## src/rtl/mux_scan_ctrl.sv

```systemverilog
// rtl/mux_scan_ctrl.sv - channel-scan controller driving a 4:1 mux select and assembling sampled frames
// Optional feature macro: MUX_SCAN_CONTINUOUS_EN (back-to-back scans while start is held)

module mux_scan_ctrl #(
  parameter int DWELL_W = 4
) (
  input  logic               clk,
  input  logic               rst,
  input  logic               start,
  input  logic [3:0]         enable_mask,
  input  logic [DWELL_W-1:0] dwell,
  input  logic               mux_in,
  output logic [1:0]         sel,
  output logic               busy,
  output logic [3:0]         frame,
  output logic               frame_valid
);

  typedef enum logic {
    ST_IDLE = 1'b0,
    ST_SCAN = 1'b1
  } state_t;

  state_t             r_state;
  state_t             w_state_nxt;

  logic [3:0]         r_mask;
  logic [3:0]         w_mask_nxt;
  logic [DWELL_W-1:0] r_dwell;
  logic [DWELL_W-1:0] w_dwell_nxt;
  logic [DWELL_W-1:0] r_cnt;
  logic [DWELL_W-1:0] w_cnt_nxt;
  logic [3:0]         r_buf;
  logic [3:0]         w_buf_nxt;
  logic [1:0]         r_sel;
  logic [1:0]         w_sel_nxt;
  logic               r_busy;
  logic               w_busy_nxt;
  logic [3:0]         r_frame;
  logic [3:0]         w_frame_nxt;
  logic               r_frame_valid;
  logic               w_frame_valid_nxt;

  logic               w_start_ok;
  logic               w_capture;
  logic               w_last_dwell;
  logic [3:0]         w_above_mask;
  logic               w_has_next;
  logic [1:0]         w_next_sel;
  logic [1:0]         w_first_sel;
  logic [3:0]         w_buf_upd;

  // Index of the lowest set bit; 0 when the mask is empty (callers guard that case)
  function automatic logic [1:0] f_lowest(input logic [3:0] m);
    logic [1:0] v;
    v = 2'd0;
    for (int i = 3; i >= 0; i--) begin
      if (m[i]) v = i[1:0];
    end
    return v;
  endfunction

  assign w_start_ok   = start && (enable_mask != 4'b0000);
  assign w_first_sel  = f_lowest(enable_mask);
  assign w_last_dwell = (r_cnt == r_dwell);
  // Enabled channels strictly above the one currently selected
  assign w_above_mask = r_mask & (4'b1110 << r_sel);
  assign w_has_next   = |w_above_mask;
  assign w_next_sel   = f_lowest(w_above_mask);

  // Sample buffer with the current mux value merged in at the selected channel
  always_comb begin
    w_buf_upd        = r_buf;
    w_buf_upd[r_sel] = mux_in;
  end

  // State register
  always_ff @(posedge clk or posedge rst) begin
    if (rst) begin
      r_state <= ST_IDLE;
    end else begin
      r_state <= w_state_nxt;
    end
  end

  // Next-state and next-output decode; a capture reloads mask/dwell and restarts the sweep
  always_comb begin
    w_state_nxt       = r_state;
    w_mask_nxt        = r_mask;
    w_dwell_nxt       = r_dwell;
    w_cnt_nxt         = r_cnt;
    w_buf_nxt         = r_buf;
    w_sel_nxt         = r_sel;
    w_busy_nxt        = r_busy;
    w_frame_nxt       = r_frame;
    w_frame_valid_nxt = 1'b0;
    w_capture         = 1'b0;

    case (r_state)
      ST_IDLE: begin
        w_busy_nxt = 1'b0;
        w_sel_nxt  = 2'b00;
        if (w_start_ok) begin
          w_capture = 1'b1;
        end
      end

      ST_SCAN: begin
        if (w_last_dwell) begin
          w_buf_nxt = w_buf_upd;
          if (w_has_next) begin
            w_sel_nxt = w_next_sel;
            w_cnt_nxt = '0;
          end else begin
            w_frame_nxt       = w_buf_upd & r_mask;
            w_frame_valid_nxt = 1'b1;
            w_busy_nxt        = 1'b0;
            w_sel_nxt         = 2'b00;
            w_cnt_nxt         = '0;
            w_state_nxt       = ST_IDLE;
`ifdef MUX_SCAN_CONTINUOUS_EN
            if (w_start_ok) begin
              w_capture = 1'b1;
            end
`endif
          end
        end else begin
          w_cnt_nxt = r_cnt + 1'b1;
        end
      end

      default: begin
        w_state_nxt = ST_IDLE;
        w_busy_nxt  = 1'b0;
        w_sel_nxt   = 2'b00;
      end
    endcase

    if (w_capture) begin
      w_state_nxt = ST_SCAN;
      w_mask_nxt  = enable_mask;
      w_dwell_nxt = dwell;
      w_sel_nxt   = w_first_sel;
      w_cnt_nxt   = '0;
      w_buf_nxt   = 4'b0000;
      w_busy_nxt  = 1'b1;
    end
  end

  // Datapath and output registers
  always_ff @(posedge clk or posedge rst) begin
    if (rst) begin
      r_mask        <= 4'b0000;
      r_dwell       <= '0;
      r_cnt         <= '0;
      r_buf         <= 4'b0000;
      r_sel         <= 2'b00;
      r_busy        <= 1'b0;
      r_frame       <= 4'b0000;
      r_frame_valid <= 1'b0;
    end else begin
      r_mask        <= w_mask_nxt;
      r_dwell       <= w_dwell_nxt;
      r_cnt         <= w_cnt_nxt;
      r_buf         <= w_buf_nxt;
      r_sel         <= w_sel_nxt;
      r_busy        <= w_busy_nxt;
      r_frame       <= w_frame_nxt;
      r_frame_valid <= w_frame_valid_nxt;
    end
  end

  assign sel         = r_sel;
  assign busy        = r_busy;
  assign frame       = r_frame;
  assign frame_valid = r_frame_valid;

endmodule

```

## config.mk

```make
export PLATFORM = sky130hd
export DESIGN_NAME = mux_scan_ctrl
export DESIGN_NICKNAME = d
export VERILOG_FILES = /design/src/rtl/mux_scan_ctrl.sv
export SDC_FILE = /design/constraint.sdc
export NUM_CORES = 1
export LEC_CHECK = 0
export CORE_MARGIN = 2
export CORE_UTILIZATION = 59
export CTS_BUF_LIST = sky130_fd_sc_hd__clkbuf_8
export DETAILED_ROUTE_END_ITERATION = 8
export PLACE_DENSITY = 0.86
export REMOVE_ABC_BUFFERS = 1
export SYNTH_ARGS = -nofsm -noshare
export SYNTH_HDL_FRONTEND = slang
export SYNTH_SLANG_ARGS = --single-unit
```

## constraint.sdc

```tcl
create_clock -name clk -period 4.1 [get_ports clk]
set_input_delay 0.615 -clock clk [delete_from_list [all_inputs] [get_ports clk]]
set_output_delay 0.615 -clock clk [all_outputs]
set_load 0.05 [all_outputs]
```

Word-level counts from Yosys, hierarchy flattened
Cells that the tools add are included.
Cells by class
  add/sub/neg operators: 1
  order comparisons: 2
  equality and inequality tests: 3
  shifts and indexed selects: 1
  mux-type cells: 34
  bitwise gates (word level): 4
  reductions and logical operators: 9
Operators with widths (count)
  $mux 4: 6
  $mux 2: 11
  $mux 1: 13
  $and 4x4->4: 2
  $add 4x1->4 const B: 1
  $bwmux 4: 1
  $eq 4x4->1: 1
  $pmux 2 s2: 1
  $reduce_and 2->1: 2
  $reduce_bool 2->1: 2
  $reduce_bool 4->1: 1
  $reduce_or 4->1: 1
  $shl 4x2->4 const A: 1
  $lt 2x3->1 const B: 1
  $ne 3x1->1 const B: 1
  $ne 3x3->1 const B: 1
  $reduce_and 3->1: 1
  $demux 1 s2: 1
  $ge 2x1->1 const B: 1
  $logic_and 1x1->1: 2
  $not 1->1: 2
  $pmux 1 s2: 1
Storage, ports and cells
  flip-flop bits (word level): 25
  input port bits: 12
  output and inout bits: 8
  word-level logic and storage cells: 63

Depth between registers and ports, before layout
Gate-level depths: netlist of run 1.
  word-level depth: 10
  mapped depth: 5

Least setup slack after synthesis of run 1
OpenSTA, ideal clock, no wires.
  path kind: input-to-reg
  start: in enable_mask[0]
  end: reg r_dwell[0]
  arrival time: 1.774 ns
  required time: 3.975 ns
  slack: 2.201 ns
  stages: 4
  cell sequence: or4_4 > a21oi_4 > nor2_4 > mux2_4
Between the ends
  word-level cells in the longest chain between the ends: 4
Ends and longest elaborated chain
  from (decl): line 10  | input logic [3:0] enable_mask,
  $reduce_bool 4->1: line 63  | assign w_start_ok = start && (enable_mask != 4'b0000);
  $logic_and 1x1->1: line 63
  $mux 1: line 103  | if (w_start_ok) begin
  $mux 1: line 99  | case (r_state)
  to (signal assigned): line 163  | r_dwell <= w_dwell_nxt;
  to (decl): line 29  | logic [DWELL_W-1:0] r_dwell;
No other way between the ends.
A chain may end at the register's enable or synchronous reset.

Worst setup path in the final report of run 1
  start: reg r_sel[0] (netlist: sel[0])
  end: out sel[0]
RTL lines
  from (decl): line 35  | logic [1:0] r_sel;
  from (signal assigned): line 166  | r_sel <= w_sel_nxt;
  to (decl): line 13  | output logic [1:0] sel,
No word-level cell between the ends.

==> results of run 1 <==
-- kinds of logic (layout without fill, tap and decap cells) --
family,Yosys count,after routing
AO/OA/AOI/OAI,26,26
AND/OR/NAND/NOR,26,26
flip-flops,25,25
multiplexers,16,16
buffers and inverters,7,28
XOR/XNOR,4,4
adder cells (fa/ha/maj),1,1
-- state kept, by name, summed over array words and instances (netlist names) --
register     cells
busy             1
frame            4
frame_valid      1
r_buf            4
r_cnt            4
r_dwell          4
r_mask           4
r_state          1
sel              2
-- final timing paths --
check	slack [ns]	endpoint
setup / recovery	1.83	sel[0]
hold reg to reg	0.49	frame[0]
hold / removal	0.49	frame[0]
setup reg to reg	2.25	frame[2]
max in group asynchronous	2.70	frame[1]
min in group asynchronous	0.84	frame[3]
-- cells in the mapped netlist (all sizes together) (3+ instances only) --
cell type and n:
mux2i 4, o21ai 5, a21o 3, inv 5, dfrtp 25, mux2 12, a21oi 6, nand2 4
o2bb2ai 4, nor2b 4, nor2 8, xor2 4
-- layer usage --
layer | GRT usage | wire [um]
met1 | 0.2787 | 1086
met2 | 0.4211 | 1334
met3 | 0.06548 | 95
met4 | 0.05856 | 15
met5 | 0 | 0
-- where the power goes --
group / switching (mW) / leakage [nW] / internal (mW)
registers: 0.115 / 0.311 / 0.353
clock network: 0.0734 / 0.0255 / 0.0678
logic: 0.348 / 0.334 / 0.272
total: 0.536 / 0.671 / 0.692
-- cell type report --
type	instances	area [um2]
tap	27	33.78
sequential	25	625.6
multi-input combinational	73	616.8
clock buffer	3	41.29
clock inverter	1	5.005
inverter	5	18.77
fill	123	470.5
timing repair buffer	19	190.2
-- cells in the final DEF, fill, tap and decap left out, drive strengths merged, types with 3 or more instances in the layout --
| cell type | netlist | final |
|---|---|---|
| a21o | 3 | 3 |
| a21oi | 6 | 6 |
| clkbuf | 1 | 3 |
| clkdlybuf4s50 | 0 | 19 |
| dfrtp | 25 | 25 |
| inv | 5 | 5 |
| mux2 | 12 | 12 |
| mux2i | 4 | 4 |
| nand2 | 4 | 4 |
| nor2 | 8 | 8 |
| nor2b | 4 | 4 |
| o21ai | 5 | 5 |
| o2bb2ai | 4 | 4 |
| xor2 | 4 | 4 |
-- metrics by stage --
stage               setup slack [ns]  power, mW    util
global route                   1.794      1.303  0.7650
CTS                            1.846      1.228  0.7650
floorplan                      2.186     0.9099       -
global placement               1.669      1.052  0.7419
finish                         1.828      1.229  0.7650
detailed placement             1.633      1.079  0.7419
==> qor.csv, run 1 <==
metric;value;unit
period_needed;2.272;ns
critPathKind;reg2out;
fin_area;1531;um2
place.gp.congestion;0.8667;
syn_avg_cell_area;12.09;um2
grt_first_pass_wirelength;4353;um
htreeDepth;1;
initial_utilization;0.6344;
endpoint_kind;output pin;
ios;20;
cts_tree;yes;
path_max_fanout;10;
hold-worst-slack;0.4948;ns
grt_max_degree;26;
clkSlewWorstSetupHoldPaths;0.08;ns
finClkSkew;0.004309;ns
synthCells;105;
grt_overflow_total;0;
hold_viol;0;
viasPerCell;5.889;
cts_root_buf;clkbuf_8;
clk_path_buf_depth;2;
hpwl;1871;um
worstPathArrival;1.66;ns
wl_per_cell;16.55;um
cts_buffers;3;
ys_dominant_reg_cell;dfrtp_1;
synth_top_family_by_area;compound AO/OA/AOI/OAI gates;
post_cts_buffers;0;
cp.depth;1;
synth_async_sr_flop_share;1.000;
outcome;finished clean;
dieArea;2540;um2
synth-edff-count;0;
drt-initial-drc-count;15;
min_from;frame[0];
hold_path_class;reg2reg;
synth_mux_area_frac;0.1616;
max_freq;440.2;MHz
p_leak;0.6709;nW
yosys.area_share.simple;0.1182;
rsz0062_at_grt;no;
area_growth;20.59;%
via_count;901;
ys_types;35;
final_nets;140;
placement_rows;16;
relSlewSlack;0.3948;
antenna_found_initial;0;
dr.pass1.iters;4;
ys_seq_elements;25;
path_buf_inv;1;
antenna_cells;0;
instances_no_fill;153;
cts_resized;0;
cp_data_required_time;3.48;ns
grtUsageTotal;0.2356;
synth.top_cell.area_share;0.4926;
ys_warn_count;0;
finalSetupViolations;0;
crit_chain;clkdlybuf4s50_1;
dpl_cell_area;1485;um2
finalSetupTns;0;ns
max_stage_delay;0.86;ns
synth_top_area_cell;dfrtp_1;
r2r-start;r_cnt[3];
dieWidth;50.40;um
yosys-top-cells-area;dfrtp_1, mux2_4, mux2_1;
routed_wl;2532;um
core;2002;um2
placed_cells;149;
clk-insertion-delay-late;0.26;ns
worstMarginPinSlew;0.9067;ns
dieHeight;50.40;um
irDropWorstVdd;0.5779;mV
slew_violations;0;
synth_area;1270;um2
ant_nets;0;
drv_cap;0;
grt_pass1_vias;954;
cellPowerDensity;802.3;nW/um2
slowest_stage;clkdlybuf4s50_1;
layout-drive-gt1-share;0.1429;
portBuffers;19;
ys_seq_area_frac;0.4926;
r2r_cells;4;
clkSinkCount;25;
cp-startpoint;sel[0];
synth_compound_area_frac;0.1685;
synth_xor_area_frac;0.02759;
start_kind;flip-flop;
hold_depth;1;
min_period_over_period;0.5541;
cts_hold_buffers;0;
remaining_drc_errors;0;
cp_top_family;buffers and inverters;
yosys.area_share.adder;0.009852;
(Power assumes the default switching activity.)
==> run 2, diff against run 1 <==
--- a/config.mk
+++ b/config.mk
@@ -6,10 +6,10 @@
 export NUM_CORES = 1
 export LEC_CHECK = 0
 export CORE_MARGIN = 2
-export CORE_UTILIZATION = 59
+export CORE_UTILIZATION = 55
 export CTS_BUF_LIST = sky130_fd_sc_hd__clkbuf_8
 export DETAILED_ROUTE_END_ITERATION = 8
-export PLACE_DENSITY = 0.86
+export PLACE_DENSITY = 0.8
 export REMOVE_ABC_BUFFERS = 1
 export SYNTH_ARGS = -nofsm -noshare
 export SYNTH_HDL_FRONTEND = slang
==> constraint.sdc (replaced) <==
create_clock -name clk -period 2.2 [get_ports clk]
set_input_delay 0.33 -clock clk [delete_from_list [all_inputs] [get_ports clk]]
set_output_delay 0.33 -clock clk [all_outputs]
set_load 0.05 [all_outputs]
==> run 2 against run 1 <==
Effect of this change:
- die area is 6.7% higher
- combinational power is 82% higher
- highest routed layer unchanged
- via count is 2.0% lower
- routed wire length is 4.3% lower
- utilization is 5.9 points lower
- critical path type unchanged
- final cell count is 2.0% higher
- largest cell class unchanged
- clock power is 85% higher
==> qor.csv, run 2 (synthesized netlist as in run 1, its figures left out) <==
metric;value;unit;change
layout-drive-gt1-share;0.1484;;+0.005580
grt_overflow_total;0;;unchanged
clk-insertion-delay-late;0.26;ns;about the same
path_buf_inv;1;;unchanged
drt-initial-drc-count;12;;-3
portBuffers;19;;unchanged
dpl_cell_area;1501;um2;+1.1%
wl_per_cell;15.54;um;-6.1%
min_period_over_period;0.9032;;
multi_input_area;616.8;um2;unchanged
dp_slack;0.06360;ns;-1.569 ns
cp_top_family;buffers and inverters;;
irDropWorstVdd;0.8663;mV;+50%
area_growth;21.77;%;
rsz0062_at_grt;no;;
initial_utilization;0.5797;;-0.05471
p_sw_frac;0.4281;;-0.008376
cts_tree;yes;;
dieHeight;52.05;um;+3.3%
path_max_fanout;10;;unchanged
finalSetupTns;0;ns;unchanged
critPathKind;reg2out;;
start_kind;flip-flop;;
dr.pass1.iters;4;;unchanged
outcome;finished clean;;
intPower;1.290;mW;+86%
cts_buffers;3;;unchanged
ios;20;;unchanged
finClkSkew;0.001210;ns;-0.003099 ns
remaining_drc_errors;0;;unchanged
rrSetupSlack;0.38;ns;-1.87 ns
p_clk_frac;0.116;;about the same
grt_max_degree;26;;unchanged
htreeDepth;1;;unchanged
dieWidth;52.05;um;+3.3%
drv_cap;0;;unchanged
setup_slack;0.2130;ns;-1.615 ns
routed_wl;2424;um;-4.3%
max_freq;503.3;MHz;
layout_common_cells;dfrtp_1, clkdlybuf4s50_1, mux2_4;;
max_stage_delay;0.87;ns;about the same
cellPowerDensity;1459;nW/um2;+82%
finalSetupViolations;0;;unchanged
post_cts_buffers;0;;unchanged
hold_viol;0;;unchanged
cts_hold_buffers;0;;unchanged
place.gp.congestion;0.8507;;-1.8%
hold_path_class;in2async;;
ant_nets;0;;unchanged
power_frac_comb;0.503;;about the same
endpoint_kind;output pin;;
r2r_cells;4;;unchanged
placement_rows;17;;+1
grtUsageTotal;0.2122;;-0.02342
clk_path_buf_depth;2;;unchanged
r2r-start;r_cnt[3];;
grt_pass1_vias;980;;+2.7%
cp_data_required_time;1.87;ns;-1.61 ns
core;2191;um2;+9.4%
cts_root_buf;clkbuf_8;;
antenna_cells;0;;unchanged
relSlewSlack;0.6361;;+0.2412
worstPathArrival;1.66;ns;about the same
pwr-share-seq;0.382;;about the same
slowest_stage;clkdlybuf4s50_1;;
clkSlewWorstSetupHoldPaths;0.08;ns;about the same
p_leak;0.6825;nW;+1.7%
viasPerCell;5.660;;-3.9%
final_nets;142;;+1.4%
r2r-end;frame[0];;
period_needed;1.987;ns;
hpwl;1849;um;-1.2%
layout.cells.most_common;dfrtp_1;;
clkSinkCount;25;;unchanged
crit_chain;clkdlybuf4s50_1;;
grt_first_pass_wirelength;4229;um;-2.8%
fill_cells;162;;+32%
antenna_found_initial;0;;unchanged
fin_area;1546;um2;+0.98%
worstMarginPinSlew;0.5440;ns;-0.3627 ns
cts_resized;0;;unchanged
regArea;625.6;um2;unchanged
switchingPower;0.9658;mW;+80%
slew_violations;0;;unchanged
via_count;883;;-2.0%
dieArea;2709;um2;+6.7%
## run 2: worst register-to-register path, stage by stage, from the launching register on
cell and delay [ns]:
dfrtp_1 0.41, xor2_1 0.22, nor4_2 0.38, o2111a_2 0.35
mux2_1 0.34
## run 2: worst max path at each step
stage,from,to,slack (ns),depth (start not counted)
CTS,sel[0],sel[0],0.21,1
finish,sel[0],sel[0],0.21,1
global placement,enable_mask[0],r_dwell[3],0.11,5
global route,sel[0],sel[0],0.15,1
floorplan,sel[1],frame[0],0.51,4
detailed placement,enable_mask[2],r_mask[0],0.06,5
## run 2: layer usage
layer,share of wire,up-vias,global-route usage
li1,-,435,-
met2,0.51,10,0.3586
met4,0.010,0,0.1053
met3,0.017,4,0.02586
met1,0.46,434,0.2659
met5,0,-,0
## run 2: power groups by stage
| stage | clock network [mW] | registers (mW) | logic, mW |
|---|---|---|---|
| after floorplan | 0 | 1.01 | 0.685 |
| after global placement | 0 | 0.861 | 1.10 |
| after detailed placement | 0 | 0.869 | 1.14 |
| after CTS | 0.269 | 0.861 | 1.15 |
| after global routing | 0.285 | 0.891 | 1.24 |
| final | 0.261 | 0.861 | 1.13 |
## run 2: final cells by class
type | instances | area share
clock buffers | 3 | 0.02670
flip-flops and latches | 25 | 0.4045
well taps | 28 | 0.02265
repair buffers | 21 | 0.1327
clock inverters | 1 | 0.002427
inverters | 5 | 0.01214
multi-input cells | 73 | 0.3989
## run 2: per-stage QoR
| stage | hold WS [ns] | utilization | std cells | total power [mW] |
|---|---|---|---|---|
| floorplan | 0.3573 | - | 103 | 1.696 |
| global placement | 0.4716 | 0.6853 | 152 | 1.960 |
| detailed placement | 0.4731 | 0.6853 | 152 | 2.010 |
| CTS | 0.4147 | 0.7059 | 156 | 2.276 |
| global route | 0.4389 | 0.7059 | 156 | 2.416 |
| finish | 0.4065 | 0.7059 | 156 | 2.256 |
